`config.mk`:
```
export PLATFORM = sky130hd
export DESIGN_NAME = param_accum_alu
export DESIGN_NICKNAME = d
export VERILOG_FILES = /design/src/rtl/alu_pkg.sv /design/src/rtl/seq_mult.sv /design/src/rtl/param_accum_alu.sv
export SDC_FILE = /design/constraint.sdc
export NUM_CORES = 1
export LEC_CHECK = 0
export CAP_MARGIN = 20
export CORE_MARGIN = 2
export CORE_UTILIZATION = 25
export CTS_CLUSTER_DIAMETER = 50
export CTS_CLUSTER_SIZE = 24
export DETAILED_ROUTE_END_ITERATION = 10
export MAX_ROUTING_LAYER = met4
export PLACE_DENSITY = 0.46
export SYNTH_ARGS = -nofsm -noshare
export SYNTH_HDL_FRONTEND = slang
export SYNTH_SLANG_ARGS = --single-unit
```
`constraint.sdc`:
```
create_clock -name clk -period 4.89 [get_ports clk]
set_clock_uncertainty 0.15 [all_clocks]
set_input_delay 0.978 -clock clk [delete_from_list [all_inputs] [get_ports clk]]
set_output_delay 0.978 -clock clk [all_outputs]
set_load 0.02 [all_outputs]
```
`src/rtl/alu_pkg.sv`:
```
`default_nettype none
// +--------------------------------------------------------------------+
// | Module   : alu_pkg                                                  |
// | Brief    : shared encodings for param_accum_alu and its multiplier  |
// | Revision : 1.0                                                      |
// +--------------------------------------------------------------------+
package alu_pkg;

   localparam logic [1:0] c_st_off     = 2'b00;
   localparam logic [1:0] c_st_ready   = 2'b01;
   localparam logic [1:0] c_st_running = 2'b10;
   localparam logic [1:0] c_st_error   = 2'b11;

   localparam int c_op_and = 0;
   localparam int c_op_or  = 1;
   localparam int c_op_xor = 2;
   localparam int c_op_not = 3;
   localparam int c_op_add = 4;
   localparam int c_op_sub = 5;
   localparam int c_op_mul = 6;

   localparam logic [6:0] c_sel_and = 7'b000_0001;
   localparam logic [6:0] c_sel_or  = 7'b000_0010;
   localparam logic [6:0] c_sel_xor = 7'b000_0100;
   localparam logic [6:0] c_sel_not = 7'b000_1000;
   localparam logic [6:0] c_sel_add = 7'b001_0000;
   localparam logic [6:0] c_sel_sub = 7'b010_0000;
   localparam logic [6:0] c_sel_mul = 7'b100_0000;

   localparam logic [2:0] c_in_persist = 3'b001;
   localparam logic [2:0] c_in_load    = 3'b010;
   localparam logic [2:0] c_in_reset   = 3'b100;

   localparam int c_err_ovf     = 0;
   localparam int c_err_borrow  = 1;
   localparam int c_err_illegal = 2;

   function automatic logic is_onehot(input logic [6:0] v);
      return (v != 7'd0) && ((v & (v - 7'd1)) == 7'd0);
   endfunction

endpackage : alu_pkg
`default_nettype wire

```
`src/rtl/seq_mult.sv`:
```
`default_nettype none
// +--------------------------------------------------------------------+
// | Module   : seq_mult                                                 |
// | Brief    : unsigned shift-add multiplier, one multiplier bit/cycle   |
// | Revision : 1.0                                                      |
// +--------------------------------------------------------------------+
module seq_mult #(
   parameter int WIDTH = 8
) (
   input  logic                 clk,
   input  logic                 rst,
   input  logic                 abort,
   input  logic                 start,
   input  logic [WIDTH-1:0]     a,
   input  logic [WIDTH-1:0]     b,
   output logic                 busy,
   output logic                 done,
   output logic [2*WIDTH-1:0]   product
);

   localparam int c_cnt_w = $clog2(WIDTH + 1);

   logic [2*WIDTH-1:0] r_mcand;
   logic [WIDTH-1:0]   r_mplier;
   logic [2*WIDTH-1:0] r_prod;
   logic [c_cnt_w-1:0] r_cnt;
   logic               r_busy;
   logic [2*WIDTH-1:0] w_prod_next;

   assign w_prod_next = r_prod + (r_mplier[0] ? r_mcand : '0);

   // product is the running sum including this cycle's partial, so it is
   // final during the cycle that done is high
   assign product = w_prod_next;
   assign busy    = r_busy;
   assign done    = r_busy && (r_cnt == c_cnt_w'(1));

   always_ff @(posedge clk) begin
      if (rst) begin
         r_busy   <= 1'b0;
         r_cnt    <= '0;
         r_mcand  <= '0;
         r_mplier <= '0;
         r_prod   <= '0;
      end else if (abort) begin
         r_busy <= 1'b0;
         r_cnt  <= '0;
      end else if (start) begin
         r_busy   <= 1'b1;
         r_cnt    <= c_cnt_w'(WIDTH);
         r_mcand  <= {{WIDTH{1'b0}}, a};
         r_mplier <= b;
         r_prod   <= '0;
      end else if (r_busy) begin
         r_prod   <= w_prod_next;
         r_mcand  <= r_mcand << 1;
         r_mplier <= r_mplier >> 1;
         r_cnt    <= r_cnt - c_cnt_w'(1);
         if (r_cnt == c_cnt_w'(1)) begin
            r_busy <= 1'b0;
         end
      end
   end

endmodule : seq_mult
`default_nettype wire

```
`src/rtl/param_accum_alu.sv`:
```
`default_nettype none
// +--------------------------------------------------------------------+
// | Module   : param_accum_alu                                          |
// | Brief    : accumulating ALU with handshake, FSM and sequential MUL   |
// | Revision : 1.0                                                      |
// +--------------------------------------------------------------------+
module param_accum_alu
   import alu_pkg::*;
#(
   parameter int WIDTH  = 8,
   parameter bit MUL_EN = 1'b1
) (
   input  logic             clk,
   input  logic             rst,
   input  logic             on,
   input  logic [2:0]       in_sel,
   input  logic [WIDTH-1:0] num1,
   input  logic [WIDTH-1:0] num2,
   input  logic [6:0]       out_sel,
   input  logic             in_valid,
   output logic             in_ready,
   output logic [WIDTH-1:0] out,
   output logic             out_valid,
   output logic [2:0]       err,
   output logic [1:0]       curr_state,
   output logic [1:0]       next_state
);

   logic [1:0]         r_state;
   logic [WIDTH-1:0]   r_out;
   logic [2:0]         r_err;
   logic               r_out_valid;
   logic [WIDTH-1:0]   r_a;
   logic [WIDTH-1:0]   r_b;
   logic [6:0]         r_op;

   logic               w_accept;
   logic               w_sel_reset;
   logic               w_illegal;
   logic [WIDTH-1:0]   w_operand_a;
   logic               w_mul_start;
   logic               w_mul_busy;
   logic               w_mul_done;
   logic [2*WIDTH-1:0] w_product;
   logic [WIDTH:0]     w_sum;
   logic [WIDTH-1:0]   w_diff;
   logic               w_borrow;
   logic               w_complete;
   logic [WIDTH-1:0]   w_result;
   logic [2:0]         w_flags;
   logic [1:0]         w_next_state;

   assign in_ready   = (r_state == c_st_ready) && !w_mul_busy;
   assign out        = r_out;
   assign out_valid  = r_out_valid;
   assign err        = r_err;
   assign curr_state = r_state;
   assign next_state = w_next_state;

   assign w_accept    = in_valid && in_ready && on;
   assign w_sel_reset = (in_sel == c_in_reset);
   assign w_illegal   = !is_onehot({4'b0000, in_sel}) || !is_onehot(out_sel)
                        || (out_sel[c_op_mul] && !MUL_EN);
   // the accumulator and the visible result are the same register
   assign w_operand_a = in_sel[1] ? num1 : r_out;
   assign w_mul_start = w_accept && !w_sel_reset && !w_illegal && out_sel[c_op_mul];

   generate
      if (MUL_EN) begin : g_mult
         seq_mult #(
            .WIDTH (WIDTH)
         ) u_seq_mult (
            .clk     (clk),
            .rst     (rst),
            .abort   (!on),
            .start   (w_mul_start),
            .a       (w_operand_a),
            .b       (num2),
            .busy    (w_mul_busy),
            .done    (w_mul_done),
            .product (w_product)
         );
      end else begin : g_no_mult
         assign w_mul_busy = 1'b0;
         assign w_mul_done = 1'b0;
         assign w_product  = '0;
      end
   endgenerate

   assign w_sum    = {1'b0, r_a} + {1'b0, r_b};
   assign w_diff   = r_a - r_b;
   assign w_borrow = (r_a < r_b);

   always_comb begin
      w_complete = 1'b0;
      w_result   = '0;
      w_flags    = '0;
      if (r_state == c_st_running) begin
         if (r_op[c_op_mul]) begin
            w_complete         = w_mul_done;
            w_result           = w_product[WIDTH-1:0];
            w_flags[c_err_ovf] = |w_product[2*WIDTH-1:WIDTH];
         end else begin
            w_complete = 1'b1;
            if (r_op[c_op_add]) begin
               w_result           = w_sum[WIDTH-1:0];
               w_flags[c_err_ovf] = w_sum[WIDTH];
            end else if (r_op[c_op_sub]) begin
               w_result              = w_diff;
               w_flags[c_err_borrow] = w_borrow;
            end else if (r_op[c_op_not]) begin
               w_result = ~r_a;
            end else if (r_op[c_op_xor]) begin
               w_result = r_a ^ r_b;
            end else if (r_op[c_op_or]) begin
               w_result = r_a | r_b;
            end else begin
               w_result = r_a & r_b;
            end
         end
      end
   end

   always_comb begin
      w_next_state = r_state;
      if (!on) begin
         w_next_state = c_st_off;
      end else begin
         case (r_state)
            c_st_off: w_next_state = c_st_ready;
            c_st_ready: begin
               if (w_accept && !w_sel_reset) begin
                  w_next_state = w_illegal ? c_st_error : c_st_running;
               end
            end
            c_st_running: begin
               if (w_complete) begin
                  w_next_state = (w_flags != 3'b000) ? c_st_error : c_st_ready;
               end
            end
            default: w_next_state = c_st_ready;
         endcase
      end
   end

   always_ff @(posedge clk) begin
      if (rst) begin
         r_state     <= c_st_off;
         r_out       <= '0;
         r_err       <= '0;
         r_out_valid <= 1'b0;
         r_a         <= '0;
         r_b         <= '0;
         r_op        <= '0;
      end else begin
         r_state     <= w_next_state;
         r_out_valid <= 1'b0;
         if (on) begin
            if (w_accept) begin
               if (w_sel_reset) begin
                  r_out <= '0;
                  r_err <= '0;
               end else if (w_illegal) begin
                  r_err <= 3'b100;
               end else begin
                  r_a   <= w_operand_a;
                  r_b   <= num2;
                  r_op  <= out_sel;
                  r_err <= '0;
               end
            end
            if (w_complete) begin
               r_out       <= w_result;
               r_err       <= w_flags;
               r_out_valid <= 1'b1;
            end
         end
      end
   end

endmodule : param_accum_alu
`default_nettype wire

```
==> key figures, run 1 <==
Outcome
  • Status: completed

Die
  • Num ports: 47
  • Die Y: 151 um
  • Num rows: 53
  • Core Area: 0.0211 mm2
  • Die width: 151 um
  • Initial core utilization: 25.6%
  • Die ar.: 0.0228 mm2

Setup path
  • Worst EP required: 3.76 ns
  • Worst path slowest cell: fa_1
  • Crit path buf inv count: 2
  • Reg-to-reg endpoint: curr_state[1]$_SDFF_PP0_
  • Worst-path maximum fanout: 4
  • R2R cell count: 12
  • Flop-to-flop setup slack: 1.64 ns
  • Kind of end point of the critical path: output port
  • Setup CP Type: flop to output port
  • Delay of the slowest critical-path stage: 0.40 ns
  • Startpoint types: flop
  • CP delay by family, top: simple AND/OR/NAND/NOR gates
  • Reg2reg start: g_mult.u_seq_mult.r_mplier[0]$_SDFFE_PP0P_
  • Worst Path Arrival: 3.54 ns
  • Cell Chain, Critical Path: and2_1 -> ha_1 -> inv_1 -> fa_1 -> nor2b_1 -> o31ai_1 -> a2111o_1 -> o211ai_1 -> nor4b_2 -> nand3b_1 -> nor4_2 -> o31ai_2 -> dlygate4sd2_1

Placed design
  • HPWL after DPL: 11300 um
  • GP Congestion: 0.801
  • Port Buffer Count: 46

Cells and area
  • ANT cells: 0
  • P&R area growth vs syn: 20.5%
  • Commonest non-fill, non-tap cell in the layout: nor2_1
  • Layout cells sized above 1: 8.87%
  • Most frequent cells in the layout: 85 x nor2_1, 81 x dfxtp_1, 50 x nand2_1
  • Nets: 771

Clock tree
  • CTS tree: yes
  • H-Tree Depth: 3
  • Worst-path clk slew: 0.06 ns
  • Clock root buffer: clkbuf_16
  • Insertion delay to the later sink of the worst-skew pair: 0.34 ns
  • CTS max path bufs: 2
  • CTS sink count: 81
  • CTS buffer count: 9
  • Setup Fix Bufs, Post-CTS: 0

Job
  • Max-Cap Viols: 0

Routing
  • Avg WL per Cell: 15.7 um
  • DRC viols: 0
  • DRT Wirelength: 15300 um
  • DRT antenna net count: 0
  • Vias per cell: 4.84
  • Via count: 4714
  • TritonRoute pass-1 iters: 4
  • DR iter-0 viols: 297

Synth
  • Unique masters post-synth: 61
  • Syn Inst Count: 658
  • Post-synth top area cell: dfxtp_1
  • Mapped Nets: 734
  • #FFs+latches synth: 81
  • Top post-synthesis cells by area: dfxtp_1 30%, ha_1 10%, nor2_1 5.9%, a211oi_1 4.4%, a21oi_1 4.3%
  • Sequential area share after synthesis: 30.0%
  • Syn_area_per_cell: 8.21 um2
  • Total number of yosys warnings: 0
  • Yosys top cell area share: 30.0%
  • Ys async rst share: 0%
  • Netlist Area Pre-Place: 0.00540 mm2
  • Number of synthesized flops with an enable pin: 0
  • Synth Flop Type: dfxtp_1

GRT
  • Grt peak-use layer: met2
  • Number of global-route vias before repair: 4466
  • Antenna violations before repair: 0
  • Gr ovfl total: 0
  • Largest net degree at the start of global routing: 69
  • GRT Util Overall: 14.3%
  • First-pass GRT wire length: 24600 um
  • GR Util met2: 21.1%
  • Met1 Use GR: 20.5%
  • Met3 usage: 2.05%

Hold path
  • Path type of the worst min-delay path: flop to flop
  • Hold_sp: g_mult.u_seq_mult.r_mcand[7]$_SDFFE_PP0P_
  • Hold Path Stages: 2
  • Hold EP: g_mult.u_seq_mult.r_mcand[7]$_SDFFE_PP0P_

Timing
  • Final max-slew violation count: 0
  • Worst slew margin: 37.6%
  • Period minus WS final: 4.67 ns
  • Sum Neg Setup Slack: 0 ns
  • Fmax: 214 MHz
  • Final setup fails: 0
  • Worst-Margin Slew: 0.936 ns
  • Tcrit/Tclk final: 95.5%
  • Hold_ws: 0.320 ns
  • RSZ-0062 raised after global routing: no
  • Final Hold Fails: 0

Power
  • NetSw: 0.322 mW
  • Comb power frac: 5.5%
  • Flop pwr share: 44.7%
  • Clk pwr share: 49.7%
  • Power Density: 227 mW/mm2
  • Leakage power total: 2.48 nW
  • Pint: 1.16 mW
  • Net Sw Frac: 21.7%
  • VDD IR-drop max: 0.138 mV
[power groups by stage]
stage	combinational, mW	sequential (mW)	clock (mW)
2_1_floorplan	0.0342	0.678	0
3_3_place_gp	0.0835	0.677	0
3_5_place_dp	0.0832	0.677	0
4_1_cts	0.0838	0.662	0.756
5_1_grt	0.0886	0.662	0.784
6_report	0.0819	0.663	0.736
[worst min-delay path: cells and delay by family (launching register included)]
family	cells	cell delay [ns]
flip-flops	1	0.32
AO/OA/AOI/OAI	1	0.05
AND/OR/NAND/NOR	1	0.06
[how the worst max path moves through the flow]
stage / startpoint / end / slack [ns] / cells after the start
final: g_mult.u_seq_mult.r_mplier[0]$_SDFFE_PP0P_ / next_state[1] / 0.22 / 13
after global routing: g_mult.u_seq_mult.r_mplier[0]$_SDFFE_PP0P_ / next_state[1] / 0.006 / 13
after CTS: out_sel[1] / next_state[0] / 0.04 / 9
after detailed placement: out_sel[1] / next_state[0] / 0.06 / 9
after global placement: out_sel[1] / next_state[0] / 0.05 / 9
after floorplan: g_mult.u_seq_mult.r_mplier[0]$_SDFFE_PP0P_ / next_state[1] / 0.77 / 10
[sequential cells by signal, summed over array words and instances (netlist names), 2 cells and up]
| signal | count |
|---|---|
| curr_state | 2 |
| err | 3 |
| g_mult.u_seq_mult.r_cnt | 4 |
| g_mult.u_seq_mult.r_mcand | 16 |
| g_mult.u_seq_mult.r_mplier | 8 |
| g_mult.u_seq_mult.r_prod | 16 |
| out | 8 |
| r_a | 8 |
| r_b | 8 |
| r_op | 6 |
[stage by stage]
stage | setup slack, ns | power (mW) | util, % | cells | instance area [um2]
6_report | 0.221 | 1.48 | 30.9 | 974 | 6510
5_1_grt | 0.00581 | 1.53 | 30.9 | 974 | 6510
4_1_cts | 0.0378 | 1.50 | 30.9 | 974 | 6510
3_5_place_dp | 0.0552 | 0.761 | 29.3 | 959 | 6180
3_3_place_gp | 0.0514 | 0.761 | 29.2 | 958 | 6160
2_1_floorplan | 0.766 | 0.712 | - | 658 | 5400
[logic make-up after synthesis]
| logic type | Yosys count | synth area share, % |
|---|---|---|
| AND/OR/NAND/NOR | 218 | 19.2 |
| AO/OA/AOI/OAI | 182 | 23.7 |
| flip-flops | 81 | 30.0 |
| buffers and inverters | 72 | 5.51 |
| adder cells (fa/ha/maj) | 47 | 11.3 |
| XOR/XNOR | 30 | 4.86 |
| multiplexers | 28 | 5.40 |
[cells in the mapped netlist, drive strengths merged, types with 3 or more instances]
| cell type | n |
|---|---|
| nor2 | 87 |
| dfxtp | 81 |
| nand2 | 50 |
| a21oi | 46 |
| ha | 43 |
| a211oi | 32 |
| inv | 32 |
| clkbuf | 29 |
| o21ai | 22 |
| xnor2 | 20 |
| mux2i | 19 |
| nor3 | 19 |
| and2 | 17 |
| a22oi | 16 |
| o211ai | 14 |
| buf | 10 |
| xor2 | 10 |
| mux2 | 9 |
| a21o | 8 |
| a311oi | 8 |
| nor2b | 8 |
| or3 | 8 |
| nand2b | 7 |
| a2111oi | 4 |
| a211o | 4 |
| nand3 | 4 |
| o31a | 4 |
| fa | 3 |
| nor4b | 3 |
| o221ai | 3 |
| o31ai | 3 |
[final cells by class]
class	count	area, um2
clock buffers	12	246
clock inverters	3	65.1
fillers	2310	14600
inverters	33	124
multi-input cells	505	3500
flip-flops and latches	81	1620
well taps	275	344
repair buffers	65	607
[per-layer routing]
| layer | up-vias | wire length, um |
|---|---|---|
| met5 | - | 0 |
| met4 | 0 | 150 |
| met3 | 10 | 557 |
| met2 | 82 | 6680 |
| met1 | 2203 | 7930 |
| li1 | 2419 | - |
[timing repair]
| item | in CTS | in global routing |
|---|---|---|
| setup endpoints to repair | 1 | 1 |
| hold buffers | 0 | 0 |
| resized for setup | 5 | 1 |
No activity file was read; power rests on OpenSTA's default activity.
==> run 2, diff against run 1 <==
- CORE_MARGIN: 2 -> default
==> run 2 against run 1 <==
Compared with the run above:
- design area decreased by 0.37%
- sequential share of layout area is 0.091 points higher
- final cell count down 0.10%
- register-to-register slack better by 0.06 ns
- clock power is 3.1% lower
- combinational power down 2%
- non-clock buffer count is 2 lower
- sequential power is essentially flat
==> key figures, run 2 (synthesis gave the netlist of run 1 again) <==
Timing
  • Period minus WS final: 4.67 ns
  • Final Hold Fails: 0
  • RSZ-0062 raised after global routing: no
  • PnR worst setup slack: 0.220 ns
  • Hold_ws: 0.314 ns
  • Worst-Margin Slew: 0.934 ns
  • Fmax: 214 MHz
  • Final max-slew violation count: 0
  • Tcrit/Tclk final: 95.5%
  • Worst slew margin: 37.7%
  • Final setup fails: 0

GRT
  • Antenna violations before repair: 0
  • First-pass GRT wire length: 24500 um
  • Number of global-route vias before repair: 4368
  • GRT Util Overall: 14.8%
  • Gr ovfl total: 0
  • Largest net degree at the start of global routing: 69

Routing
  • DR iter-0 viols: 236
  • TritonRoute pass-1 iters: 4
  • DRT Wirelength: 15400 um
  • Via count: 4732
  • Vias per cell: 4.86
  • Avg WL per Cell: 15.9 um
  • DRT antenna net count: 0
  • DRC viols: 0

Cells and area
  • Multi-input logic area: 0.00350 mm2
  • Most frequent cells in the layout: 85 x nor2_1, 81 x dfxtp_1, 50 x nand2_1
  • Largest registers: g_mult.u_seq_mult.r_mcand: 16 flops, g_mult.u_seq_mult.r_prod: 16 flops
  • Fill cells: 2301
  • P&R area growth vs syn: 20.1%
  • Commonest non-fill, non-tap cell in the layout: nor2_1
  • Layout cells sized above 1: 9.03%
  • Nets: 769
  • ANT cells: 0
  • Register Area: 0.00162 mm2

Job
  • Max-Cap Viols: 0

Die
  • Num rows: 53
  • Die ar.: 0.0222 mm2
  • Die width: 149 um
  • Die Y: 149 um
  • Core Area: 0.0211 mm2
  • Num ports: 47
  • Initial core utilization: 25.6%

Outcome
  • Status: completed

Clock tree
  • Insertion delay to the later sink of the worst-skew pair: 0.35 ns
  • CTS sink count: 81
  • Clock root buffer: clkbuf_16
  • H-Tree Depth: 3
  • CTS buffer count: 9
  • CTS tree: yes
  • CTS max path bufs: 2
  • Cts hold-fix bufs: 0
  • Worst-path clk slew: 0.06 ns

Power
  • Power Density: 224 mW/mm2
  • NetSw: 0.335 mW
  • Comb power frac: 5.5%
  • Net Sw Frac: 23.0%
  • Flop pwr share: 45.5%
  • Pint: 1.12 mW
  • Leakage power total: 2.46 nW
  • VDD IR-drop max: 0.194 mV
  • Clk pwr share: 49.0%

Placed design
  • Pre-CTS setup slack: -0.00750 ns
  • GP Congestion: 0.760
  • HPWL after DPL: 11100 um
  • Port Buffer Count: 46

Hold path
  • Path type of the worst min-delay path: flop to flop

Setup path
  • Worst EP required: 3.76 ns
  • Worst Path Arrival: 3.54 ns
  • Setup CP Type: input pin to output port
  • Worst-path maximum fanout: 3
  • Startpoint types: input pin
  • Kind of end point of the critical path: output port
## run 2: area by class of cell
class                      instances  share of cell area (%)
timing repair buffer              63                    9.06
inverter                          33                    1.91
multi-input combinational        505                    54.0
tap                              275                    5.30
clock buffer                      11                    3.90
clock inverter                     5                   0.829
sequential                        81                    25.0
## run 2: metal layers
metal | wire, um | global-route usage (%) | share of wire [%] | up-vias
li1 | - | - | - | 2409
met1 | 8150 | 21.0 | 53 | 2247
met2 | 6690 | 21.4 | 43 | 64
met3 | 410 | 2.11 | 2.7 | 12
met4 | 195 | 4.29 | 1.3 | 0
met5 | 0 | - | 0 | -
## run 2: timing repair
action,CTS,global route
setup buffers,0,0
hold endpoints to repair,0,0
resized for setup,6,0
endpoints found under the setup margin,2,0
## run 2: per-stage QoR
step	utilization, %	cell area (um2)	power [mW]	cells	setup TNS [ns]
2_1_floorplan	-	5400	0.712	658	0
3_3_place_gp	29.2	6150	0.759	956	-0.0163
3_5_place_dp	29.2	6150	0.758	956	-0.00750
4_1_cts	30.7	6470	1.48	972	0
5_1_grt	30.8	6490	1.51	973	0
6_report	30.8	6490	1.46	973	0
## run 2: critical path, stage by stage
cell and delay, ns:
clkdlybuf4s50_1 0.49, or4_4 0.59, xnor2_1 0.15, a211oi_1 0.11, or4b_4 0.55, o211ai_1 0.10
and3b_1 0.20, nor2b_1 0.05, dlygate4sd2_1 0.31
## run 2: power groups by stage
stage | registers [mW] | logic [mW] | clock network, mW
4_1_cts | 0.662 | 0.0809 | 0.733
2_1_floorplan | 0.678 | 0.0342 | 0
5_1_grt | 0.662 | 0.0861 | 0.764
6_report | 0.662 | 0.0799 | 0.713
3_5_place_dp | 0.677 | 0.0809 | 0
3_3_place_gp | 0.677 | 0.0816 | 0
## run 2: path summary, 6_finish.rpt
| path | startpoint | end | slack, ns | cells after the start |
|---|---|---|---|---|
| setup / recovery | out_sel[1] | next_state[0] | 0.22 | 9 |
| hold / removal | out[2]$_SDFFE_PP0P_ | out[2]$_SDFFE_PP0P_ | 0.31 | 2 |
| setup reg to reg | g_mult.u_seq_mult.r_mplier[0]$_SDFFE_PP0P_ | curr_state[1]$_SDFF_PP0_ | 1.70 | 12 |
| hold reg to reg | out[2]$_SDFFE_PP0P_ | out[2]$_SDFFE_PP0P_ | 0.31 | 2 |
==> run 3, diff against run 2 <==
- ABC_CLOCK_PERIOD_IN_PS: default -> 4890
==> results of run 3 <==
No change in the layout: final DEF, timing and power equal those of run 2.
==> RTL change (config.mk and constraints of run 1) <==
Change the parameter `MUL_EN` from 1'b1 to 1'b0.
--- a/src/rtl/param_accum_alu.sv
+++ b/src/rtl/param_accum_alu.sv
@@ -9,5 +9,5 @@
 #(
    parameter int WIDTH  = 8,
-   parameter bit MUL_EN = 1'b1
+   parameter bit MUL_EN = 1'b0
 ) (
    input  logic             clk,
Check against the original RTL: not equivalent (a bounded check fails within 4 cycles, from zero or initial values and one cycle with rst high).
==> RTL change against run 1 <==
Setup slack better by 0.23 ns; largest power group unchanged; sequential cell count is 45 lower; largest cell class unchanged; power decreased by 54%; sequential power decreased by 55%; global-route usage fell by 0.14 points; area after synthesis down 48%; cell area fell by 45%; wire length is 48% lower; critical path depth fell by 6; non-clock buffer count decreased by 11; register-to-register slack improved by 0.65 ns.
==> RTL change: results (changes against run 1) <==
set qor(timing.critical_path.max_delay_family) {simple AND/OR/NAND/NOR gates}
set qor(clock_tree.htree_level_count) 2 ;# -1
set qor(grt_first_pass_wirelength_um) 12800 ;# -48%
set qor(crit_path_max_delay_cell_type) {sky130_fd_sc_hd__or4_4}
set qor(n_fill_cell) 1193 ;# -48%
set qor(reg2reg_slack_ns) 2.29 ;# +0.65 ns
set qor(timing.critical_path.slowest_cell_delay_ns) 0.59 ;# +0.19 ns
set qor(numCtsBuffers) 5 ;# -4
set qor(crit-reg2reg-launch) {r_a[0]}
set qor(routed-via-count) 2581 ;# -45%
set qor(finalNetCount) 439 ;# -43%
set qor(pre_cts_ws_ns) 0.111 ;# +0.0560 ns
set qor(post_synth_most_frequent_cells) {36 x sky130_fd_sc_hd__dfxtp_1, 33 x sky130_fd_sc_hd__nor2_1, 27 x sky130_fd_sc_hd__inv_1}
set qor(dpl.hpwl_um) 5850 ;# -48%
set qor(yosys-top-cells-area) {sky130_fd_sc_hd__dfxtp_1 26%, sky130_fd_sc_hd__ha_1 12%, sky130_fd_sc_hd__mux2i_1 7.8%, sky130_fd_sc_hd__nor2_1 4.4%, sky130_fd_sc_hd__a21oi_1 3.7%}
set qor(finalWeightedCongestion) 0.820 ;# +2.4%
set qor(syn_nets) 399 ;# -46%
set qor(source_to_sink_clock_delay_at_the_later_pin_of_the_worst_skew_pair_ns) 0.27 ;# -0.07 ns
set qor(netlist-cell-type-count) 54 ;# -11%
set qor(grt_antenna_before_repair) 0 ;# unchanged
set qor(worst_setup_path_startpoint) {out_sel[1]}
set qor(worst_ir_drop_vdd_uv) 116 ;# -16%
set qor(clock-root-buffer) {sky130_fd_sc_hd__clkbuf_16}
set qor(post_route_cells_drive_above_1_share) 0.0969 ;# +0.00816
set qor(grt_start_max_net_pins) 34 ;# -51%
set qor(worstMarginPinSlew_ns) 0.667 ;# -0.268 ns
set qor(timing.final.crit_share) 0.907 ;# -0.0472
set qor(leakagePower_nw) 1.25 ;# -50%
set qor(worst-path-max-fanout) 3 ;# -1
set qor(cts.reportedPaths.clkPinSlew_ns) 0.05
set qor(worst_r2r_path_depth) 9 ;# -3
set qor(gr-usage-all-layers) 0.141 ;# -0.00142
set qor(cts_resized) 0 ;# -5
set qor(synth-seq-area-share) 0.256 ;# -0.0444
set qor(status) {complete, no violations}
set qor(timing.rr.end) {out[4]}
set qor(timing.critical_path.arrival_ns) 3.31 ;# -0.23 ns
set qor(wire_length_reported_by_the_detailed_router_um) 7980 ;# -48%
-- RTL change: cell types whose count changed in the layout (fill, tap and decap cells not counted), moves of 10 or more --
cell,delta
sky130_fd_sc_hd__nor2_1,-52
sky130_fd_sc_hd__xnor2_1,-17
sky130_fd_sc_hd__ha_1,-17
sky130_fd_sc_hd__dfxtp_1,-45
sky130_fd_sc_hd__buf_4,-10
sky130_fd_sc_hd__a211oi_1,-24
sky130_fd_sc_hd__and2_1,-12
sky130_fd_sc_hd__a22oi_1,-14
sky130_fd_sc_hd__a21oi_1,-24
sky130_fd_sc_hd__nand2_1,-34
sky130_fd_sc_hd__nor3_1,-12
sky130_fd_sc_hd__xor2_1,-10
-- RTL change: cells by family (layout without fill, tap and decap cells) --
family / Yosys count / in the layout / share of synthesized area
multiplexers: 22 / 22 / 0.0782
AO/OA/AOI/OAI: 100 / 100 / 0.259
buffers and inverters: 48 / 89 / 0.0742
XOR/XNOR: 3 / 3 / 0.00933
flip-flops: 36 / 36 / 0.256
AND/OR/NAND/NOR: 104 / 104 / 0.194
adder cells (fa/ha/maj): 28 / 28 / 0.130
-- RTL change: per-stage QoR --
step,area (um^2),utilization,std cells
after CTS,3550,0.325,522
after detailed placement,3410,0.311,514
final,3550,0.325,522
after global placement,3410,0.311,514
after floorplan,2820,-,341
after global routing,3550,0.325,522
-- RTL change: area by class of cell --
type                    instances  area share
inverters                      27      0.0285
flip-flops and latches         36       0.203
well taps                     140      0.0493
clock buffers                   8      0.0412
repair buffers                 54       0.147
multi-input cells             257       0.531
-- RTL change: how the worst min path moves through the flow --
stage | from | to | slack (ns) | cells past startpoint
CTS | err[0] | err[0] | 0.31 | 2
floorplan | r_b[2] | r_b[2] | 0.34 | 2
global placement | err[2] | err[2] | 0.29 | 2
detailed placement | err[0] | err[0] | 0.31 | 2
finish | err[2] | err[2] | 0.31 | 2
global route | err[2] | err[2] | 0.33 | 2
-- RTL change: tightest hold or removal path, delay by kind of cell (launching register included) --
| family | cells | cell delay, ns |
|---|---|---|
| simple gates | 1 | 0.05 |
| compound gates | 1 | 0.05 |
| flops | 1 | 0.31 |
-- RTL change: per-layer routing --
metal	global-route usage	wire length (um)	vias up
li1	-	-	1295
met1	0.192	3880	1240
met2	0.226	3740	44
met3	0.0235	332	2
met4	0.0205	24	0
met5	-	0	-
-- RTL change: power by group through the flow --
stage          Clock [W]  Sequential (W)  Combinational, W
6_report        0.000324        0.000296         0.0000642
5_1_grt         0.000348        0.000296         0.0000695
4_1_cts         0.000338        0.000296         0.0000651
3_5_place_dp           0        0.000302         0.0000650
3_3_place_gp           0        0.000302         0.0000647
2_1_floorplan          0        0.000303         0.0000241
